===== config.mk =====
export PLATFORM = sky130hd
export DESIGN_NAME = dmem_arbiter
export DESIGN_NICKNAME = d
export VERILOG_FILES = /design/src/rtl/dmem_arbiter_pkg.sv /design/src/rtl/arb_rd_tag_pipe.sv /design/src/rtl/dmem_arbiter.sv
export SDC_FILE = /design/constraint.sdc
export NUM_CORES = 1
export LEC_CHECK = 0
export ABC_AREA = 0
export CAP_MARGIN = 5
export CORE_ASPECT_RATIO = 0.5
export CORE_UTILIZATION = 28
export CTS_CLUSTER_DIAMETER = 120
export CTS_CLUSTER_SIZE = 28
export DETAILED_ROUTE_END_ITERATION = 10
export GPL_TIMING_DRIVEN = 0
export PLACE_DENSITY = 0.91
export SLEW_MARGIN = 20
export SYNTH_ARGS = -nofsm -noshare
export SYNTH_HDL_FRONTEND = slang
export SYNTH_SLANG_ARGS = --single-unit

===== constraint.sdc =====
create_clock -name clock -period 3.65 [get_ports clock]
set_input_delay 1.095 -clock clock [delete_from_list [all_inputs] [get_ports clock]]
set_output_delay 1.095 -clock clock [all_outputs]
set_load 0.02 [all_outputs]

===== src/rtl/dmem_arbiter_pkg.sv =====
// ---------------------------------------------------------------------------
// dmem_arbiter_pkg
// Shared definitions for the dmem arbiter: default widths, requester port
// identifiers, the arbiter FSM encoding and the wait-counter update helper.
// ---------------------------------------------------------------------------
package dmem_arbiter_pkg;

    localparam int DEF_ADDR_W   = 12;
    localparam int DEF_DATA_W   = 32;
    localparam int DEF_RD_LAT   = 1;
    localparam int DEF_MAX_WAIT = 4;

    // Wide enough for MAX_WAIT-1 up to 14.
    localparam int WAIT_W = 4;

    localparam logic PORT_CPU = 1'b0;
    localparam logic PORT_DBG = 1'b1;

    typedef enum logic {
        ST_IDLE   = 1'b0,
        ST_LOCKED = 1'b1
    } arb_state_e;

    // Saturating count of consecutive denied cycles; clears when not waiting.
    function automatic logic [WAIT_W-1:0] wait_next(
        input logic [WAIT_W-1:0] cur,
        input logic              waiting,
        input logic [WAIT_W-1:0] limit
    );
        logic [WAIT_W-1:0] nxt;
        if (!waiting) begin
            nxt = {WAIT_W{1'b0}};
        end else if (cur == limit) begin
            nxt = cur;
        end else begin
            nxt = cur + {{(WAIT_W-1){1'b0}}, 1'b1};
        end
        return nxt;
    endfunction

endpackage


===== src/rtl/arb_rd_tag_pipe.sv =====
// ---------------------------------------------------------------------------
// arb_rd_tag_pipe
// RD_LAT-stage shift register of {valid, port_id} tags that tracks granted
// reads until the dmem returns their data.
// Ports:
//   clock, reset        clock and asynchronous active-high reset
//   push_valid, push_id tag entering the pipe this cycle
//   tail_valid, tail_id tag whose read data is on mem_q this cycle
// ---------------------------------------------------------------------------
module arb_rd_tag_pipe #(
    parameter int RD_LAT = 1
) (
    input  logic clock,
    input  logic reset,
    input  logic push_valid,
    input  logic push_id,
    output logic tail_valid,
    output logic tail_id
);

    logic [RD_LAT-1:0] valid_q;
    logic [RD_LAT-1:0] valid_d;
    logic [RD_LAT-1:0] id_q;
    logic [RD_LAT-1:0] id_d;

    // Next-stage values: shift every tag one stage toward the tail.
    always_comb begin
        valid_d    = valid_q;
        id_d       = id_q;
        valid_d[0] = push_valid;
        id_d[0]    = push_id;
        for (int i = 1; i < RD_LAT; i++) begin
            valid_d[i] = valid_q[i-1];
            id_d[i]    = id_q[i-1];
        end
    end

    // Tag storage; reset drops every in-flight read.
    always_ff @(posedge clock or posedge reset) begin
        if (reset) begin
            valid_q <= {RD_LAT{1'b0}};
            id_q    <= {RD_LAT{1'b0}};
        end else begin
            valid_q <= valid_d;
            id_q    <= id_d;
        end
    end

    // Tail of the pipe lines up with the data on mem_q.
    always_comb begin
        tail_valid = valid_q[RD_LAT-1];
        tail_id    = id_q[RD_LAT-1];
    end

endmodule


===== src/rtl/dmem_arbiter.sv =====
// ---------------------------------------------------------------------------
// dmem_arbiter
// Shares the single-port dmem between the processor (port 0) and the
// debug/loader (port 1). One access is granted per cycle: round-robin on
// contention, port 1 may lock ownership for bursts, and a starvation bound
// forces port 0 through after MAX_WAIT-1 consecutive denied cycles.
// Ports:
//   clock, reset                 clock, asynchronous active-high reset
//   pN_req/wren/address/data     access request from port N
//   pN_gnt                       combinational accept for port N
//   pN_rvalid, pN_q              read return for port N (0 when not valid)
//   p1_lock                      port 1 keeps ownership after its grant
//   mem_address/data/wren, mem_q dmem interface
// ---------------------------------------------------------------------------
module dmem_arbiter
    import dmem_arbiter_pkg::*;
#(
    parameter int ADDR_W   = DEF_ADDR_W,
    parameter int DATA_W   = DEF_DATA_W,
    parameter int RD_LAT   = DEF_RD_LAT,
    parameter int MAX_WAIT = DEF_MAX_WAIT
) (
    input  logic              clock,
    input  logic              reset,
    input  logic              p0_req,
    input  logic              p0_wren,
    input  logic [ADDR_W-1:0] p0_address,
    input  logic [DATA_W-1:0] p0_data,
    output logic              p0_gnt,
    output logic              p0_rvalid,
    output logic [DATA_W-1:0] p0_q,
    input  logic              p1_req,
    input  logic              p1_wren,
    input  logic [ADDR_W-1:0] p1_address,
    input  logic [DATA_W-1:0] p1_data,
    output logic              p1_gnt,
    output logic              p1_rvalid,
    output logic [DATA_W-1:0] p1_q,
    input  logic              p1_lock,
    output logic [ADDR_W-1:0] mem_address,
    output logic [DATA_W-1:0] mem_data,
    output logic              mem_wren,
    input  logic [DATA_W-1:0] mem_q
);

    localparam logic [WAIT_W-1:0] WAIT_LIMIT = WAIT_W'(MAX_WAIT - 1);

    arb_state_e        state_q, state_d;
    logic              last_q, last_d;
    logic [WAIT_W-1:0] wait0_q, wait0_d;
    logic [WAIT_W-1:0] wait1_q, wait1_d;
    logic              win_valid;
    logic              win_id;
    logic              rd_push;
    logic              tail_valid;
    logic              tail_id;

    // Winner selection, highest priority first.
    always_comb begin
        win_valid = 1'b0;
        win_id    = PORT_CPU;
        if (p0_req && (wait0_q == WAIT_LIMIT)) begin
            win_valid = 1'b1;
            win_id    = PORT_CPU;
        end else if (state_q == ST_LOCKED) begin
            if (p1_req) begin
                win_valid = 1'b1;
                win_id    = PORT_DBG;
            end else if (p0_req) begin
                win_valid = 1'b1;
                win_id    = PORT_CPU;
            end else begin
                win_valid = 1'b0;
                win_id    = PORT_CPU;
            end
        end else if (p0_req && p1_req) begin
            win_valid = 1'b1;
            // A saturated port-1 wait implies port 0 won last, so this
            // agrees with plain round-robin; it only makes the bound explicit.
            win_id    = (wait1_q == WAIT_LIMIT) ? PORT_DBG : ~last_q;
        end else if (p0_req) begin
            win_valid = 1'b1;
            win_id    = PORT_CPU;
        end else if (p1_req) begin
            win_valid = 1'b1;
            win_id    = PORT_DBG;
        end else begin
            win_valid = 1'b0;
            win_id    = PORT_CPU;
        end
    end

    // Grants and the dmem mux; idle cycles drive zeros onto the dmem.
    always_comb begin
        p0_gnt      = win_valid && (win_id == PORT_CPU);
        p1_gnt      = win_valid && (win_id == PORT_DBG);
        mem_address = {ADDR_W{1'b0}};
        mem_data    = {DATA_W{1'b0}};
        mem_wren    = 1'b0;
        if (p1_gnt) begin
            mem_address = p1_address;
            mem_data    = p1_data;
            mem_wren    = p1_wren;
        end else if (p0_gnt) begin
            mem_address = p0_address;
            mem_data    = p0_data;
            mem_wren    = p0_wren;
        end else begin
            mem_address = {ADDR_W{1'b0}};
            mem_data    = {DATA_W{1'b0}};
            mem_wren    = 1'b0;
        end
        rd_push = win_valid && !mem_wren;
    end

    // Next-state for round-robin pointer, wait counters and lock FSM.
    always_comb begin
        last_d  = win_valid ? win_id : last_q;
        wait0_d = wait_next(wait0_q, p0_req && !p0_gnt, WAIT_LIMIT);
        wait1_d = wait_next(wait1_q, p1_req && !p1_gnt, WAIT_LIMIT);
        case (state_q)
            ST_IDLE:   state_d = (p1_gnt && p1_lock) ? ST_LOCKED : ST_IDLE;
            // A starvation grant to port 0 does not release the lock.
            ST_LOCKED: state_d = p1_lock ? ST_LOCKED : ST_IDLE;
            default:   state_d = ST_IDLE;
        endcase
    end

    // Arbiter state registers.
    always_ff @(posedge clock or posedge reset) begin
        if (reset) begin
            state_q <= ST_IDLE;
            last_q  <= PORT_DBG;
            wait0_q <= {WAIT_W{1'b0}};
            wait1_q <= {WAIT_W{1'b0}};
        end else begin
            state_q <= state_d;
            last_q  <= last_d;
            wait0_q <= wait0_d;
            wait1_q <= wait1_d;
        end
    end

    arb_rd_tag_pipe #(
        .RD_LAT (RD_LAT)
    ) u_rd_tag_pipe (
        .clock      (clock),
        .reset      (reset),
        .push_valid (rd_push),
        .push_id    (win_id),
        .tail_valid (tail_valid),
        .tail_id    (tail_id)
    );

    // Steer returning read data to the tagged port; the other port reads 0.
    always_comb begin
        p0_rvalid = tail_valid && (tail_id == PORT_CPU);
        p1_rvalid = tail_valid && (tail_id == PORT_DBG);
        p0_q      = p0_rvalid ? mem_q : {DATA_W{1'b0}};
        p1_q      = p1_rvalid ? mem_q : {DATA_W{1'b0}};
    end

endmodule


==> results of run 1 <==
flip-flops by register name, summed over array words and instances, names as in the netlist:
signal / cells
wait0_q: 4
state_q: 1
wait1_q: 4
u_rd_tag_pipe.tail_valid: 1
u_rd_tag_pipe.tail_id: 1
last_q: 1
cells in the mapped netlist:
cell	n	area [um^2]
xor2_1	3	26.28
nand2_1	49	183.9
nor2_1	4	15.01
buf_2	3	15.01
o311ai_4	1	26.28
inv_1	48	180.2
and3_1	35	219.0
inv_2	1	3.750
mux2_2	2	22.52
nor3b_4	1	18.77
buf_6	3	33.78
ha_1	2	25.02
nor3_1	4	20.02
buf_4	1	7.510
mux2i_1	46	460.4
nand3_1	2	10.01
o21a_1	1	7.510
xnor2_1	1	8.760
dfrtp_1	11	275.3
nor2b_1	1	6.260
nor3b_1	1	7.510
or2_2	1	6.260
clkbuf_1	13	48.80
and2_1	33	206.5
dfstp_2	1	26.28
nand4bb_1	1	11.26
what timing repair did:
action,CTS,global route
buffers inserted,9,2
gates resized for setup,185,17
setup endpoints to repair,47,44
pin swaps,1,1
cells in the final DEF (no fill, tap or decap), types with 4 or more instances in the layout:
master           instances
nand2_1                 48
clkbuf_1                 9
clkdlybuf4s15_2          4
nor2_1                   4
mux2i_1                 44
inv_1                   48
dfrtp_1                 11
nor3_1                   4
buf_4                   13
clkdlybuf4s15_1          4
and2_1                  33
and3_1                  35
buf_2                   36
clkdlybuf4s50_1        190
path summary, 6_finish.rpt:
| kind | from | to | slack [ns] |
|---|---|---|---|
| worst max-delay path | p0_req | mem_address[5] | 0.07 |
| worst min-delay path | wait0_q[0]$_DFFE_PP0P_ | wait0_q[0]$_DFFE_PP0P_ | 0.47 |
| worst max register to register | wait1_q[0]$_DFFE_PP0P_ | wait1_q[1]$_DFFE_PP0P_ | 1.54 |
| worst min register to register | wait0_q[0]$_DFFE_PP0P_ | wait0_q[0]$_DFFE_PP0P_ | 0.47 |
| max in group asynchronous | reset | last_q$_DFFE_PP1P_ | 2.14 |
| min in group asynchronous | reset | u_rd_tag_pipe.tail_valid$_DFF_PP0_ | 1.17 |
logic make-up (layout without fill, tap and decap cells):
group,count (synthesis),in the layout,synth area share (%)
buffers and inverters,69,322,15.44
XOR/XNOR,4,4,1.872
flip-flops,12,12,16.11
AO/OA/AOI/OAI,2,2,1.805
adder cells (fa/ha/maj),2,2,1.337
multiplexers,48,48,25.80
AND/OR/NAND/NOR,132,132,37.63
metal layers:
| metal | vias up | wire length, um | GRT usage, % |
|---|---|---|---|
| li1 | 1352 | - | - |
| met1 | 1277 | 3529 | 26.04 |
| met2 | 89 | 4858 | 47.48 |
| met3 | 8 | 344 | 3.149 |
| met4 | 0 | 90 | 5.128 |
| met5 | - | 0 | 0 |
stage by stage:
step | hold slack (ns) | instances | power [mW]
2_1_floorplan | 0.4361 | 269 | 0.4226
3_3_place_gp | 0.4510 | 596 | 0.7613
3_5_place_dp | 0.4617 | 596 | 0.7700
4_1_cts | 0.4726 | 608 | 0.9766
5_1_grt | 0.4976 | 610 | 1.032
6_report | 0.4740 | 610 | 0.9829
power groups by stage:
stage | Clock (mW) | Combinational [mW] | Sequential (mW)
3_3_place_gp | 0 | 0.611 | 0.150
5_1_grt | 0.232 | 0.649 | 0.150
6_report | 0.224 | 0.609 | 0.149
2_1_floorplan | 0 | 0.274 | 0.148
4_1_cts | 0.224 | 0.604 | 0.149
3_5_place_dp | 0 | 0.620 | 0.150
layout make-up:
class                           instances  area (um^2)
Sequential cell                        12        301.5
Inverter                               49        183.9
Multi-Input combinational cell        188         1311
Tap cell                               88        110.1
Buffer                                 19        150.1
Timing Repair Buffer                  250         2306
Clock buffer                            4        88.84
Fill cell                             486         1804
==> flow_metrics.tcl, run 1 <==
set metrics [dict create \
    outcome "complete, no violations" \
    drc 0 \
    numCtsBuffers 3 \
    slowest_stage "o311ai_4" \
    dieArea_um2 7036 \
    row_count 20 \
    final-setup-viol-count 0 \
    synthCells 269 \
    seq_power_share_pct 15.2 \
    critPathTopFamily "buffers and inverters" \
    area_growth_pct 137.8 \
    die_h_um 59.82 \
    h-tree-depth 1 \
    ys_warn_count 0 \
    globalplace.congestion 0.8289 \
    dr.pass1.iters 4 \
    combPwrFrac_pct 62.0 \
    required_ns 2.55 \
    clk-insertion-delay-late_ns 0.24 \
    p_per_area_nw_per_um2 220.8 \
    synth_nets 398 \
    antenna_found_initial 0 \
    wire_per_inst_um 14.46 \
    ys_seq_area_share_pct 16.11 \
    fin_ws_ns 0.06572 \
    ant_nets 0 \
    critical_path_class "in -> out" \
    dpl_cell_area_um2 4374 \
    critPathMostFrequentCell "buf_2" \
    hpwlAfterDp_mm 6.868 \
    min_period_ns 3.584 \
    finalNetCount 652 \
    grtUsageTotal_pct 23.12 \
    core_area_um2 6256 \
    path_buf_inv 4 \
    finClkSkew_ns 0.002027 \
    period_share_pct 98.20 \
    grt_pass1_vias 2630 \
    cts_tree "yes" \
    vias 2726 \
    synth.distinct_cells 26 \
    slowest_delay_ns 0.33 \
    swShare_pct 36.10 \
    slew_headroom_pct 68.63 \
    cp-start-kind "primary input" \
    synth_area_um2 1872 \
    final_util_pct 71.16 \
    drive_above_1_share_pct 14.94 \
    die-width_um 117.6 \
    arrival_ns 2.49 \
    cts_sinks 12 \
    p_sw_mw 0.3548 \
    drt_iter0_drc 106 \
    fmax_mhz 279.0 \
    p_leak_nw 2.357 \
    hold_buffers 0 \
    grt_pass1_wl_mm 12.99 \
    rr_worst_depth 8 \
    start_util_pct 29.92 \
    p_int_mw 0.6280 \
    fin_area_um2 4452 \
    viasPerCell 4.469 \
    path_clk_slew_ns 0.04 \
    critical_path_cell_count 7 \
    power.clock.fraction_pct 22.8 \
    wl_mm 8.823 \
    cp_max_fo 8 \
    overflow 0 \
    synth_seq_cells 12 \
    cp-end-kind "output pin" \
    avgSynthCellArea_um2 6.958 \
    grt_max_degree 13 \
    clock-root-buffer "clkbuf_16" \
    finalHoldViolations 0 \
    antenna_cells 0 \
    crit_chain "buf_2 > nand2_2 > o311ai_4 > buf_6 > buf_4 > mux2i_1 > buf_2" \
    pre_cts_ws_ns -0.8840 \
    hp-class "reg -> reg" \
    setup_tns_ns 0 \
    port_buffers 239 \
    ios 240 \
    cap_violations 0 \
    worstMarginPinSlew_ns 0.4700 \
    whs_path_depth 1 \
    drv_slew 0 \
    cts.path.max_buffers 2 \
    vdd_ir_drop_max_mv 0.1361 \
]
No activity file was read; power rests on OpenSTA's default activity.
==> run 2, diff against run 1 <==
--- a/config.mk
+++ b/config.mk
@@ -8,13 +8,14 @@
 export ABC_AREA = 0
 export CAP_MARGIN = 5
 export CORE_ASPECT_RATIO = 0.5
-export CORE_UTILIZATION = 28
+export CORE_UTILIZATION = 26
 export CTS_CLUSTER_DIAMETER = 120
 export CTS_CLUSTER_SIZE = 28
 export DETAILED_ROUTE_END_ITERATION = 10
 export GPL_TIMING_DRIVEN = 0
-export PLACE_DENSITY = 0.91
+export PLACE_DENSITY = 0.85
 export SLEW_MARGIN = 20
 export SYNTH_ARGS = -nofsm -noshare
 export SYNTH_HDL_FRONTEND = slang
 export SYNTH_SLANG_ARGS = --single-unit
+export TNS_END_PERCENT = 5
==> constraint.sdc (replaced) <==
create_clock -name clock -period 3.7 [get_ports clock]
set_input_delay 1.11 -clock clock [delete_from_list [all_inputs] [get_ports clock]]
set_output_delay 1.11 -clock clock [all_outputs]
set_load 0.02 [all_outputs]
==> flow_metrics.tcl, run 2 (synthesis results as in run 1) <==
set metrics [dict create \
    min_period_ns 3.649 \
    period_share_pct 98.61 \
    path_clk_slew_ns 0.04 \
    outcome "complete, no violations" \
    dr.pass1.iters 4 \
    final_common_cell "clkdlybuf4s50_1" \
    cts.path.max_buffers 2 \
    die_h_um 62.00 \
    p_int_mw 0.6197 \
    final-setup-viol-count 0 \
    p_leak_nw 2.328 \
    dieArea_um2 7563 \
    core_area_um2 6832 \
    arrival_ns 2.54 \
    vias 2644 \
    cp_max_fo 8 \
    required_ns 2.59 \
    dpl_cell_area_um2 4379 \
    p_total_mw 0.9681 \
    cp-start-kind "primary input" \
    vdd_ir_drop_max_mv 0.1621 \
    grt_pass1_wl_mm 12.13 \
    antenna_found_initial 0 \
    critical_path_class "in -> out" \
    setup_tns_ns 0 \
    grt_max_degree 13 \
    clock-root-buffer "clkbuf_16" \
    final_cell_mix "clkdlybuf4s50_1, nand2_1, inv_1" \
    drc 0 \
    ios 240 \
    p_sw_mw 0.3485 \
    antenna_cells 0 \
    power.clock.fraction_pct 22.8 \
    finalHoldViolations 0 \
    fin_ws_ns 0.05146 \
    drv_slew 0 \
    cts_sinks 12 \
    wl_mm 8.740 \
    drive_above_1_share_pct 13.54 \
    rsz0062_at_grt "yes" \
    numCtsBuffers 3 \
    slew_headroom_pct 68.22 \
    slowest_delay_ns 0.33 \
    die-width_um 122.0 \
    critPathTopFamily "buffers and inverters" \
    crit_chain "buf_2 > nand2_1 > o311ai_4 > buf_6 > buf_4 > mux2i_1 > clkdlybuf4s15_1" \
    row_count 21 \
    cap_violations 0 \
    slowest_stage "clkdlybuf4s15_1" \
    fillers 599 \
    cp-end-kind "output pin" \
    ant_nets 0 \
    swShare_pct 35.99 \
    drt_iter0_drc 154 \
    largestRegisters "wait0_q (4), wait1_q (4)" \
    clk-insertion-delay-late_ns 0.24 \
    h-tree-depth 1 \
    combPwrFrac_pct 62.0 \
    fin_area_um2 4461 \
    wire_per_inst_um 14.35 \
    grt_pass1_vias 2389 \
    hpwlAfterDp_mm 7.217 \
    path_buf_inv 4 \
    area_growth_pct 138.3 \
    final_util_pct 65.29 \
    pre_cts_ws_ns -0.9630 \
    holdWs_ns 0.4648 \
    dp.cells 600 \
    p_per_area_nw_per_um2 217.0 \
    hp-class "reg -> reg" \
    grtUsageTotal_pct 20.64 \
    seq_power_share_pct 15.1 \
    overflow 0 \
    cts_tree "yes" \
    worstMarginPinSlew_ns 0.4761 \
    multi_input_area_um2 1313 \
    fin_cells 609 \
    finalNetCount 647 \
    start_util_pct 27.40 \
    port_buffers 239 \
    fmax_mhz 274.1 \
    final-seq-area_um2 301.5 \
    viasPerCell 4.342 \
    globalplace.congestion 0.7675 \
    finClkSkew_ns 0.006519 \
]
[run 2: cell types whose count changed in the layout (fill, tap and decap cells not counted), moves of 3 or more]
cell	before	now
buf_2	36	16
buf_6	3	6
buf_4	13	6
clkbuf_2	1	13
clkdlybuf4s15_2	4	10
dlygate4sd2_1	1	5
[run 2: tightest hold or removal path, cell delays in order (launching register included)]
cell and delay (ns):
dfstp_2 0.36, nand2_1 0.05, nand2_1 0.05
[run 2: what timing repair did]
action	4_1_cts	5_1_grt
endpoints found under the hold margin	0	0
gates cloned	0	0
pin swaps	2	1
gates resized for setup	151	25
hold buffers	0	0
setup buffers	6	0
endpoints found under the setup margin	47	42
[run 2: routing by layer]
layer  part of all wire [%]  vias up  global-route usage (%)
li1                       -     1339                       -
met1                     41     1208                   27.25
met2                     52       91                   37.69
met3                    6.1        6                   2.828
met4                   0.35        0                   2.293
met5                      0        -                       0
[run 2: area by class of cell]
type	instances	share of cell area, %
buffer	19	3.422
clock buffer	4	1.992
inverter	49	4.123
multi-input combinational	188	29.42
sequential	12	6.760
tap	92	2.581
timing repair buffer	245	51.70
[run 2: power groups by stage]
stage | sequential (mW) | combinational (mW) | clock, mW
after floorplan | 0.146 | 0.271 | 0
after CTS | 0.146 | 0.614 | 0.224
final | 0.147 | 0.600 | 0.221
after global placement | 0.148 | 0.609 | 0
after global routing | 0.147 | 0.643 | 0.232
after detailed placement | 0.148 | 0.615 | 0
[run 2: worst paths after layout]
check	from	cells past startpoint	endpoint	slack, ns
setup / recovery	p0_req	7	mem_address[9]	0.05
hold reg to reg	last_q$_DFFE_PP1P_	2	last_q$_DFFE_PP1P_	0.46
max in group asynchronous	reset	2	last_q$_DFFE_PP1P_	2.17
min in group asynchronous	reset	2	wait0_q[2]$_DFFE_PP0P_	1.18
setup reg to reg	wait1_q[0]$_DFFE_PP0P_	7	wait0_q[1]$_DFFE_PP0P_	1.85
hold / removal	last_q$_DFFE_PP1P_	2	last_q$_DFFE_PP1P_	0.46
==> run 3, diff against run 2 <==
--- a/config.mk
+++ b/config.mk
@@ -9,11 +9,12 @@
 export CAP_MARGIN = 5
 export CORE_ASPECT_RATIO = 0.5
 export CORE_UTILIZATION = 26
+export CTS_BUF_LIST = sky130_fd_sc_hd__clkbuf_4
 export CTS_CLUSTER_DIAMETER = 120
 export CTS_CLUSTER_SIZE = 28
 export DETAILED_ROUTE_END_ITERATION = 10
 export GPL_TIMING_DRIVEN = 0
-export PLACE_DENSITY = 0.85
+export PLACE_DENSITY = 0.82
 export SLEW_MARGIN = 20
 export SYNTH_ARGS = -nofsm -noshare
 export SYNTH_HDL_FRONTEND = slang
==> flow_metrics.tcl, run 3 (synthesis results as in run 1) <==
set metrics [dict create \
    vias 2617 \
    dpl_cell_area_um2 4379 \
    worstMarginPinSlew_ns 0.4466 \
    grt_max_degree 13 \
    swShare_pct 39.86 \
    whs_path_depth 2 \
    cts_sinks 12 \
    finClkSkew_ns 0.0007489 \
    hpwlAfterDp_mm 6.776 \
    vdd_ir_drop_max_mv 0.08255 \
    critical_path_class "in -> out" \
    ant_nets 0 \
    drt_iter0_drc 76 \
    final_util_pct 64.71 \
    drive_above_1_share_pct 14.34 \
    port_buffers 239 \
    fin_area_um2 4420 \
    final_common_cell "clkdlybuf4s50_1" \
    pre_cts_ws_ns -1.002 \
    cts_tree "yes" \
    power.clock.fraction_pct 10.0 \
    drv_slew 0 \
    met3_usage_pct 2.281 \
    rr_worst_depth 7 \
    p_sw_mw 0.3297 \
    rsz0062_at_grt "yes" \
    p_leak_nw 2.280 \
    largestRegisters "wait0_q (4), wait1_q (4)" \
    core_area_um2 6832 \
    cts.path.max_buffers 2 \
    fmax_mhz 276.0 \
    globalplace.congestion 0.7569 \
    cp-end-kind "output pin" \
    antenna_found_initial 0 \
    hp-class "reg -> reg" \
    setup_tns_ns 0 \
    row_count 21 \
    cap_violations 0 \
    numCtsBuffers 3 \
    viasPerCell 4.304 \
    arrival_ns 2.51 \
    final-setup-viol-count 0 \
    period_share_pct 97.92 \
    wire_per_inst_um 13.22 \
    path_clk_slew_ns 0.07 \
    clk-insertion-delay-late_ns 0.27 \
    slew_headroom_pct 70.19 \
    fillers 576 \
    antenna_cells 0 \
    grt_pass1_wl_mm 11.32 \
    area_growth_pct 136.2 \
    combPwrFrac_pct 72.4 \
    dieArea_um2 7563 \
    start_util_pct 27.40 \
    overflow 0 \
    grt_pass1_vias 2285 \
    outcome "complete, no violations" \
    dr.pass1.iters 4 \
    drc 0 \
    top_usage_layer "met2" \
    grtUsageMet1_pct 25.79 \
    wl_mm 8.038 \
    min_period_ns 3.623 \
    seq_power_share_pct 17.6 \
    holdWs_ns 0.4617 \
    gr-usage-met2_pct 34.06 \
    finalHoldViolations 0 \
    p_per_area_nw_per_um2 187.1 \
    required_ns 2.59 \
    ios 240 \
    finalNetCount 646 \
    die-width_um 122.0 \
    grtUsageTotal_pct 19.27 \
    final_cell_mix "clkdlybuf4s50_1, nand2_1, inv_1" \
    h-tree-depth 1 \
    clock-root-buffer "clkbuf_4" \
    cp_max_fo 8 \
    fin_ws_ns 0.07684 \
    cp-start-kind "primary input" \
    p_int_mw 0.4975 \
    die_h_um 62.00 \
]
run 3: cell types whose count changed in the layout (fill, tap and decap cells not counted), sizes merged:
cell	change
buf	-1
clkinv	+1
dlygate4sd2	-2
clkdlybuf4s15	+8
clkbuf	-7
run 3: layout make-up:
cell class,instances,area (um^2),area share [%]
repair buffers,244,2332,52.76
multi-input cells,188,1315,29.75
flip-flops and latches,12,301.5,6.821
inverters,49,183.9,4.161
plain buffers,19,146.4,3.312
well taps,92,115.1,2.604
clock buffers,3,22.52,0.5095
clock inverters,1,3.754,0.08491
run 3: path summary, 6_finish.rpt:
check / from / to / slack [ns]
setup / recovery: p0_req / mem_address[6] / 0.08
hold / removal: last_q$_DFFE_PP1P_ / last_q$_DFFE_PP1P_ / 0.46
setup reg to reg: wait1_q[0]$_DFFE_PP0P_ / wait0_q[1]$_DFFE_PP0P_ / 1.86
hold reg to reg: last_q$_DFFE_PP1P_ / last_q$_DFFE_PP1P_ / 0.46
max in group asynchronous: reset / last_q$_DFFE_PP1P_ / 2.23
min in group asynchronous: reset / wait1_q[2]$_DFFE_PP0P_ / 1.13
run 3: repair_timing:
action	in CTS	in global routing
setup buffers	5	0
pin swaps	2	1
setup endpoints to repair	47	42
resized for setup	163	16
hold buffers	0	0
run 3: metrics by stage:
step / total power, mW / std cells
final: 0.8273 / 608
after CTS: 0.8405 / 608
after floorplan: 0.4168 / 269
after global routing: 0.8843 / 608
after global placement: 0.7575 / 600
after detailed placement: 0.7611 / 600
run 3: per-layer routing:
| layer | wire length [um] | vias to the layer above |
|---|---|---|
| li1 | - | 1340 |
| met2 | 4042 | 90 |
| met5 | 0 | - |
| met4 | 118 | 0 |
| met3 | 427 | 12 |
| met1 | 3450 | 1175 |
run 3: critical path, cell delays in order:
cell	delay (ns)
buf_2	0.15
nand2_1	0.11
o311ai_4	0.29
buf_6	0.19
buf_4	0.17
mux2i_1	0.19
clkdlybuf4s15_2	0.30
run 3: power groups by stage:
stage	registers (mW)	clock network, mW	logic [mW]
after floorplan	0.146	0	0.271
after global placement	0.148	0	0.610
after detailed placement	0.148	0	0.613
after CTS	0.146	0.0860	0.609
after global routing	0.147	0.0941	0.643
final	0.146	0.0829	0.599
